<file path="src/rtl/jk_excite_seq.sv">
// jk_excite_seq: drives J/K of an external JK flop so that its Q follows a target sequence, checking Q each step
// Ports:
//   clk        rising-edge clock (the driven flop samples J/K on the falling edge)
//   rst        asynchronous active-low reset
//   pat_valid  pattern offer; accepted when pat_ready is high
//   pat_ready  high only in IDLE
//   pat_data   target Q sequence, bit 0 first
//   pat_len_m1 sequence length minus one
//   q_fb       Q fed back from the driven flop
//   J, K       registered excitation outputs
//   busy       high while the sequence is being driven
//   done       one-cycle completion pulse
//   err        sticky mismatch flag for the current/last sequence
//   err_idx    step index of the first mismatch
// Build option: define JK_TOGGLE_EN for hold/toggle excitation; otherwise set/reset excitation.
module jk_excite_seq (
  input  logic        clk,
  input  logic        rst,
  input  logic        pat_valid,
  output logic        pat_ready,
  input  logic [15:0] pat_data,
  input  logic [3:0]  pat_len_m1,
  input  logic        q_fb,
  output logic        J,
  output logic        K,
  output logic        busy,
  output logic        done,
  output logic        err,
  output logic [3:0]  err_idx
);
  typedef enum logic [1:0] {IDLE, DRIVE, DONE} state_t;
  state_t      state, state_n;
  logic [15:0] pat, pat_n;
  logic [3:0]  len, len_n, idx, idx_n, err_idx_n;
  logic        j_n, k_n, err_n;
  function automatic logic [1:0] excite(input logic p, input logic n);
`ifdef JK_TOGGLE_EN
    return {n ^ p, n ^ p};
`else
    return {n, ~n};
`endif
  endfunction
  assign pat_ready = state == IDLE;
  assign busy      = state == DRIVE;
  assign done      = state == DONE;
  // Steps after the first use the expected previous target as present state,
  // so a faulty flop cannot steer the excitation away from the pattern.
  always_comb begin
    state_n   = state;
    pat_n     = pat;
    len_n     = len;
    idx_n     = idx;
    err_n     = err;
    err_idx_n = err_idx;
    {j_n, k_n} = 2'b00;
    case (state)
      IDLE: if (pat_valid) begin
        state_n    = DRIVE;
        pat_n      = pat_data;
        len_n      = pat_len_m1;
        idx_n      = 4'd0;
        err_n      = 1'b0;
        err_idx_n  = 4'd0;
        {j_n, k_n} = excite(q_fb, pat_data[0]);
      end
      DRIVE: begin
        if (q_fb != pat[idx] && !err) begin
          err_n     = 1'b1;
          err_idx_n = idx;
        end
        if (idx == len) state_n = DONE;
        else begin
          idx_n      = idx + 4'd1;
          {j_n, k_n} = excite(pat[idx], pat[idx_n]);
        end
      end
      default: state_n = IDLE;
    endcase
  end
  always_ff @(posedge clk or negedge rst) begin
    if (!rst) begin
      state   <= IDLE;
      pat     <= 16'd0;
      len     <= 4'd0;
      idx     <= 4'd0;
      J       <= 1'b0;
      K       <= 1'b0;
      err     <= 1'b0;
      err_idx <= 4'd0;
    end else begin
      state   <= state_n;
      pat     <= pat_n;
      len     <= len_n;
      idx     <= idx_n;
      J       <= j_n;
      K       <= k_n;
      err     <= err_n;
      err_idx <= err_idx_n;
    end
  end
endmodule

</file>
<file path="config.mk">
export PLATFORM = sky130hd
export DESIGN_NAME = jk_excite_seq
export DESIGN_NICKNAME = d
export VERILOG_FILES = /design/src/rtl/jk_excite_seq.sv
export SDC_FILE = /design/constraint.sdc
export NUM_CORES = 1
export LEC_CHECK = 0
export CAP_MARGIN = 25
export CORE_MARGIN = 1
export CORE_UTILIZATION = 23
export CTS_CLUSTER_DIAMETER = 60
export DETAILED_ROUTE_END_ITERATION = 10
export DONT_BUFFER_PORTS = 1
export GPL_ROUTABILITY_DRIVEN = 0
export PLACE_DENSITY = 0.41
export REMOVE_ABC_BUFFERS = 1
export SYNTH_ARGS = -nofsm -noshare
export SYNTH_HDL_FRONTEND = slang
export SYNTH_SLANG_ARGS = --single-unit
</file>
<file path="constraint.sdc">
create_clock -name clk -period 2.8 [get_ports clk]
set_input_delay 0.56 -clock clk [delete_from_list [all_inputs] [get_ports clk]]
set_output_delay 0.56 -clock clk [all_outputs]
set_load 0.005 [all_outputs]
</file>
==> tab_implementation.tex, run 1 <==
\begin{tabular}{lr}
\hline
Metric & Value \\
\hline
\multicolumn{2}{l}{\textbf{Global routing}} \\
Global-route wire length before repair & 6.465 mm \\
Number of antenna violations at the first check in global routing & 0 \\
Global route total overflow & 0 \\
Largest net degree at the start of global routing & 34 \\
Overall global routing resource usage & approximately 11\% \\
Vias in the first global route & between 1000 and 1500 \\
\multicolumn{2}{l}{\textbf{Logic synthesis}} \\
Post-synth top flop & dfrtp\_1 \\
FF+latch count, synth & 33 \\
Number of enable flip-flop cells after synthesis & 0 \\
Largest cells by area after synthesis & dfrtp\_1 48\%, nand2\_1 15\%, mux4\_2 7.9\%, mux2i\_1 7.6\%, xnor2\_1 3.1\% \\
Leading cell types by count after synthesis & 70 x nand2\_1, 33 x dfrtp\_1, 13 x mux2i\_1 \\
Gate count after technology mapping & 169 \\
Synthesis Warnings & 0 \\
Most repeated cell in the gate-level netlist after synthesis & nand2\_1 \\
Area leader, netlist & dfrtp\_1 \\
Share of the synthesized area in the top cell type & 48.18\% \\
Number of distinct library cells after synthesis & 32 \\
Average footprint of a synthesized cell & between 10 and 15 um\^{}2 \\
Part of the Yosys area used for sequential elements & between 40\% and 50\% \\
Netlist area before placement & between 1500 and 2000 um\^{}2 \\
Asr flop ratio synth & 100.0\% \\
\multicolumn{2}{l}{\textbf{Routing}} \\
Total via count in the routed design & about 1200 \\
DRT Pass-1 Iters & 5 \\
Final routed wire length divided by cell count & 14.48 um \\
Via-per-instance ratio & between 4 and 5 \\
Drc violations & 0 \\
Count of nets left with antenna violations after detail routing & 0 \\
DR iter-0 viols & 44 \\
Total Wirelength & between 3 and 4 mm \\
\multicolumn{2}{l}{\textbf{Clock network}} \\
TritonCTS Buffers & 5 \\
Buffers inserted by post-CTS timing repair & 0 \\
Buffer type at the clock tree root & clkbuf\_8 \\
Total number of H-tree levels & 2 \\
Clock transition at the register clock pins on the worst setup and hold paths after CTS & approximately 60 ps \\
Post-CTS resize count & 0 \\
Max Buffers Root-to-Sink & 2 \\
Count of clock tree sinks & 33 \\
Insertion delay to the later sink of the worst-skew pair & between 200 and 300 ps \\
TritonCTS clock tree & done \\
\multicolumn{2}{l}{\textbf{Power and ir drop}} \\
Total power density per cell area & roughly 1300 nW/um\^{}2 \\
Static leakage & 0.8963 nW \\
Sw Ratio & about two fifths \\
Internal power consumption & between 1 and 1.5 mW \\
Switching power of the nets & roughly 0.94 mW \\
Worst VDD drop & between 200 and 300 uV \\
Portion of total power attributed to the clock network & between 10\% and 20\% \\
Share of power burned in registers & about two fifths \\
Logic pwr share & 45.2\% \\
\multicolumn{2}{l}{\textbf{Timing}} \\
Count of final setup violators & 0 \\
Min cycle time layout & 2265 ps \\
RSZ-0062 raised after global routing & false \\
Setup TNS Final & 0 ps \\
Count of final hold-check violations & 0 \\
Measured slew at the worst slew-check pin & 721.8 ps \\
Post-Route Hold Slack & approximately 110 ps \\
Slack of the critical path & around 540 ps \\
Part of the cycle the worst path needs & roughly four fifths \\
Slew Viols, Final & 0 \\
Achievable clock frequency & $\sim$0.44 GHz \\
Post-route clock skew & around 2.8 ps \\
Max-Slew Margin vs Limit & 51.77\% \\
\multicolumn{2}{l}{\textbf{Floorplan}} \\
Number of rows in the core area & 31 \\
Starting density of the core & 23.76\% \\
Width of the die & between 80 and 90 um \\
I/O pin count & 34 \\
Die footprint & 7802 um\^{}2 \\
Placeable core region & between 7000 and 8000 um\^{}2 \\
Chip height & 88.33 um \\
\multicolumn{2}{l}{\textbf{Min path}} \\
Hold crit path type & in -> async \\
\multicolumn{2}{l}{\textbf{Critical path}} \\
Worst R2R Setup Slack & $\sim$540 ps \\
Kind of critical path & reg -> reg \\
Arrival time reported for the critical path endpoint & approximately 2400 ps \\
Startpoint Class & register \\
Element type at the critical path end & register \\
Highest fanout seen on the critical path & 13 \\
Required arrival time at the worst endpoint & slightly below 3000 ps \\
\multicolumn{2}{l}{\textbf{Layout}} \\
Ratio of cells with drive above 1 in the final layout & around an eighth \\
Count of antenna diodes in the layout & 0 \\
Post-layout net count & around 200 \\
Area grow syn2layout & 10.44\% \\
Finished Core Util & between 20\% and 30\% \\
\multicolumn{2}{l}{\textbf{Placed design}} \\
Buffers added on ports & 0 \\
Pre-CTS worst setup slack & $\sim$580 ps \\
Detailed placer's ending HPWL & approximately 2.8 mm \\
\multicolumn{2}{l}{\textbf{Outcome}} \\
Status & finished, final reports clean \\
\multicolumn{2}{l}{\textbf{Run}} \\
Max Cap Violations & 0 \\
\hline
\end{tabular}
## stage by stage
stage	cell area, um^2	power [mW]	instances
2_1_floorplan	1648	1.755	161
3_3_place_gp	1787	2.023	262
3_5_place_dp	1787	2.032	262
4_1_cts	1893	2.421	270
5_1_grt	1893	2.599	270
6_report	1893	2.377	270
## critical path: stages, from the launching register on
cell	delay [ps]
dfrtp_1	720
ha_1	430
mux4_2	320
mux2_2	280
nor2_1	80
a21oi_1	60
a32o_1	260
## routing by layer
metal	vias to the layer above	routed length, um	track usage (%)	share of wire (%)
met5	-	0	0	0
met4	0	34	3.959	0.87
met3	2	243	3.172	6.2
met2	32	1777	16.71	45
met1	584	1854	15.18	47
li1	564	-	-	-
## logic make-up after synthesis
group	count (synthesis)	share of synthesized area (%)
AOI/OAI and AO/OA	9	3.795
DFF	33	48.18
and+or+nand+nor	85	20.51
xor gates and xnor gates	7	4.015
buffers and inverters	13	5.766
adders and majority gates	1	0.7298
muxes	21	17.01
## area by class of cell
type	instances	area, um^2
Tap cell	99	123.9
Multi-Input combinational cell	123	789.5
Clock buffer	7	86.33
Timing Repair Buffer	3	35.03
Sequential cell	33	825.8
Fill cell	804	5321
Inverter	5	32.53
## layout by cell type (no fill, tap or decap), types with 2 or more instances in the layout
master / n
buf_4: 2
dfrtp_1: 33
mux4_2: 6
nand2_1: 70
clkbuf_8: 6
nor3b_1: 2
xnor2_1: 6
mux2i_1: 13
nand3_1: 4
o21ai_0: 3
nor2_1: 3
inv_1: 3
## path summary, 6_finish.rpt
| path | start | end | depth (start not counted) |
|---|---|---|---|
| setup / recovery | idx[1] | J | 6 |
| setup reg to reg | idx[1] | J | 6 |
| min in group clk | pat_data[0] | K | 1 |
| max in group asynchronous | rst | idx[0] | 1 |
| hold reg to reg | len[1] | len[1] | 2 |
| hold / removal | rst | state[0] | 1 |
## flip-flops by register name, summed over array words and instances (netlist names)
name / cells
state: 2
len: 4
K: 1
pat: 16
J: 1
err: 1
idx: 4
err_idx: 4
## power groups by stage
stage	clock network, mW	logic, mW	registers [mW]
after floorplan	0	0.884	0.871
after global placement	0	1.06	0.960
after detailed placement	0	1.08	0.956
after CTS	0.378	1.09	0.948
after global routing	0.398	1.22	0.984
final	0.362	1.07	0.941
## what timing repair did
item | in CTS | in global routing
endpoints found under the hold margin | 33 | 0
setup endpoints to repair | 0 | 0
hold buffers | 1 | 0
Note: power is estimated with default switching activity, not from simulation.
==> run 2, diff against run 1 <==
--- a/config.mk
+++ b/config.mk
@@ -12,7 +12,7 @@
 export DETAILED_ROUTE_END_ITERATION = 10
 export DONT_BUFFER_PORTS = 1
 export GPL_ROUTABILITY_DRIVEN = 0
-export PLACE_DENSITY = 0.41
+export PLACE_DENSITY = 0.42
 export REMOVE_ABC_BUFFERS = 1
 export SYNTH_ARGS = -nofsm -noshare
 export SYNTH_HDL_FRONTEND = slang
==> constraint.sdc (replaced) <==
create_clock -name clk -period 1.95 [get_ports clk]
set_input_delay 0.39 -clock clk [delete_from_list [all_inputs] [get_ports clk]]
set_output_delay 0.39 -clock clk [all_outputs]
set_load 0.005 [all_outputs]
==> run 2 against run 1 <==
Effect of this change:
- the flow now finishes with violations (negative setup slack)
- worst setup slack got worse by 560 ps
- non-clock buffer count rose by 9
- hold slack improved by 93 ps
- combinational power rose by 70%
- count of clock-buffer cells in the layout did not move
- critical path depth did not move
- highest routed layer unchanged
- global-route usage rose by 0.092 points
- sequential power rose by 38%
- critical endpoint is now err_idx[0]
==> tab_implementation.tex, run 2 (synthesized netlist as in run 1, its figures left out) <==
\begin{tabular}{lr}
\hline
Metric & Value \\
\hline
\multicolumn{2}{l}{\textbf{Outcome}} \\
Status & finished with violations \\
Violations in the final reports & negative setup slack \\
\multicolumn{2}{l}{\textbf{Global routing}} \\
Number of antenna violations at the first check in global routing & 0 (unchanged) \\
Largest net degree at the start of global routing & 34 (unchanged) \\
Global-route wire length before repair & 6.499 mm (+0.53\%) \\
Met3 usage in global routing & 3.358\% (+0.19 points) \\
GRT busiest layer & met2 \\
M1 GR Usage & 14.74\% (-0.43 points) \\
Global route total overflow & 0 (unchanged) \\
Vias in the first global route & 1229 (+4.1\%) \\
Global-route track usage on met2 & 17.20\% (+0.49 points) \\
Overall global routing resource usage & 11.18\% (+0.092 points) \\
\multicolumn{2}{l}{\textbf{Critical path}} \\
Cell occurring most often along the worst timing path & mux2i\_1 \\
Startpoint Class & register \\
Worst path cell trace & buf\_12, mux2i\_1, mux4\_2, mux2\_4, a21oi\_4, mux2i\_1 \\
Start point of the critical path & idx[1] \\
Dominant delay contributor by cell family on the critical path & multiplexers \\
Arrival time reported for the critical path endpoint & 2180 ps (-250 ps) \\
Largest stage delay, worst path & 480 ps (-240 ps) \\
Element type at the critical path end & register \\
Kind of critical path & reg -> reg \\
Worst-path cell with the longest stage delay & mux4\_2 \\
Launching point of the worst reg2reg path & idx[1] \\
Required arrival time at the worst endpoint & 2150 ps (-810 ps) \\
Highest fanout seen on the critical path & 11 (-2) \\
Number of buffer and inverter stages on the critical path & 1 (+1) \\
\multicolumn{2}{l}{\textbf{Power and ir drop}} \\
Logic pwr share & 48.2\% (+3.0 points) \\
Share of power burned in registers & 34.4\% (-5.2 points) \\
Static leakage & 0.9578 nW (+6.9\%) \\
Total power density per cell area & 1866 nW/um\^{}2 (+49\%) \\
Switching power of the nets & 1.401 mW (+49\%) \\
Internal power consumption & 2.375 mW (+65\%) \\
Portion of total power attributed to the clock network & 17.4\% (+2.2 points) \\
Worst VDD drop & 622.7 uV (+110\%) \\
Sw Ratio & 37.10\% (-2.4 points) \\
\multicolumn{2}{l}{\textbf{Timing}} \\
Post-Route Hold Slack & 205.3 ps (+93.28 ps) \\
Post-route clock skew & 3.405 ps (+0.6534 ps) \\
RSZ-0062 raised after global routing & true \\
Min cycle time layout & 1972 ps (-292.3 ps) \\
Count of final hold-check violations & 0 (unchanged) \\
Slew Viols, Final & 0 (unchanged) \\
Achievable clock frequency & 0.5070 GHz (+15\%) \\
Measured slew at the worst slew-check pin & 428.5 ps (-293.3 ps) \\
Max-Slew Margin vs Limit & 71.37\% (+20 points) \\
Count of final setup violators & 3 (+3) \\
Slack of the critical path & -22.29 ps (-557.7 ps) \\
Part of the cycle the worst path needs & 101.1\% (+20 points) \\
\multicolumn{2}{l}{\textbf{Floorplan}} \\
Width of the die & 88.33 um (unchanged) \\
I/O pin count & 34 (unchanged) \\
Chip height & 88.33 um (unchanged) \\
Placeable core region & 7214 um\^{}2 (unchanged) \\
Number of rows in the core area & 31 (unchanged) \\
Die footprint & 7802 um\^{}2 (unchanged) \\
Starting density of the core & 23.76\% (unchanged) \\
\multicolumn{2}{l}{\textbf{Placed design}} \\
Buffers added on ports & 0 (unchanged) \\
Detailed placer's ending HPWL & 2.850 mm (+2.9\%) \\
Pre-CTS worst setup slack & -27.67 ps (-603.3 ps) \\
Post-place instance area & 1852 um\^{}2 (+3.6\%) \\
Placed instance count & 269 (+2.7\%) \\
\multicolumn{2}{l}{\textbf{Layout}} \\
Post-layout net count & 205 (+4.6\%) \\
Most common library cell in the layout ignoring fill and taps & nand2\_1 \\
Area grow syn2layout & 18.03\% \\
Count of antenna diodes in the layout & 0 (unchanged) \\
Post-Layout Cell Count & 280 (+3.7\%) \\
Commonest non-fill, non-tap cells in the layout & 70 x nand2\_1, 32 x dfrtp\_1, 13 x mux2i\_1, 9 x buf\_4 \\
Register with the most flip-flops & pat \\
Finished layout cell area & 2023 um\^{}2 (+6.9\%) \\
Max reg flops & 16 (unchanged) \\
Ratio of cells with drive above 1 in the final layout & 18.78\% (+6.5 points) \\
Finished Core Util & 28.04\% (+1.8 points) \\
\multicolumn{2}{l}{\textbf{Clock network}} \\
TritonCTS clock tree & done \\
TritonCTS Buffers & 5 (unchanged) \\
Count of clock tree sinks & 33 (unchanged) \\
Insertion delay to the later sink of the worst-skew pair & 280 ps (about the same) \\
Max Buffers Root-to-Sink & 2 (unchanged) \\
Clock transition at the register clock pins on the worst setup and hold paths after CTS & 70 ps (about the same) \\
Buffer type at the clock tree root & clkbuf\_8 \\
Total number of H-tree levels & 2 (unchanged) \\
\multicolumn{2}{l}{\textbf{Routing}} \\
DRT Pass-1 Iters & 4 (-1) \\
Total Wirelength & 3.834 mm (-1.9\%) \\
Count of nets left with antenna violations after detail routing & 0 (unchanged) \\
Final routed wire length divided by cell count & 13.69 um (-5.4\%) \\
Via-per-instance ratio & 4.107 (-6.2\%) \\
Drc violations & 0 (unchanged) \\
DR iter-0 viols & 42 (-4.5\%) \\
Total via count in the routed design & 1150 (-2.7\%) \\
\multicolumn{2}{l}{\textbf{Run}} \\
Max Cap Violations & 0 (unchanged) \\
\multicolumn{2}{l}{\textbf{Min path}} \\
HP Start & pat\_data[0] \\
Hold crit path type & in -> reg \\
\hline
\end{tabular}
[run 2: layout make-up]
type | instances | area [um^2]
multi-input combinational | 123 | 804.5
sequential | 33 | 827.0
fill | 804 | 5191
timing repair buffer | 12 | 117.6
clock inverter | 1 | 30.03
inverter | 5 | 33.78
clock buffer | 7 | 86.33
tap | 99 | 123.9
[run 2: routing by layer]
layer	share of wire (%)	vias up
li1	-	581
met1	48	544
met2	46	23
met3	5.0	2
met4	0.86	0
met5	0	-
[run 2: power groups by stage]
stage                     Sequential, mW  Combinational [mW]  Clock (mW)
after global routing                1.35                2.06       0.709
after global placement              1.30                1.75           0
after detailed placement            1.31                1.77           0
after floorplan                     1.25                1.27           0
final                               1.30                1.82       0.657
after CTS                           1.30                1.84       0.679
[run 2: through the flow]
stage,power (mW),setup TNS (ps)
floorplan,2.520,-137.0
global placement,3.059,0
detailed placement,3.081,-27.67
CTS,3.827,-110.4
global route,4.115,-357.4
finish,3.776,-62.62
[run 2: path summary, 6_finish.rpt]
path                                    to  slack [ps]  cells after the start
worst min register to register      len[3]         500                      2
worst max-delay path            err_idx[0]         -20                      6
max in group asynchronous           idx[0]        1200                      2
worst max register to register  err_idx[0]         -20                      6
worst min-delay path                     K         210                      1
min in group asynchronous           pat[9]         560                      2
[run 2: timing repair]
action	CTS	global route
cloned	0	0
pin swaps	0	1
hold endpoints to repair	33	0
buffers inserted	1	0
endpoints found under the setup margin	4	5
resized for setup	2	2
hold buffers	2	0
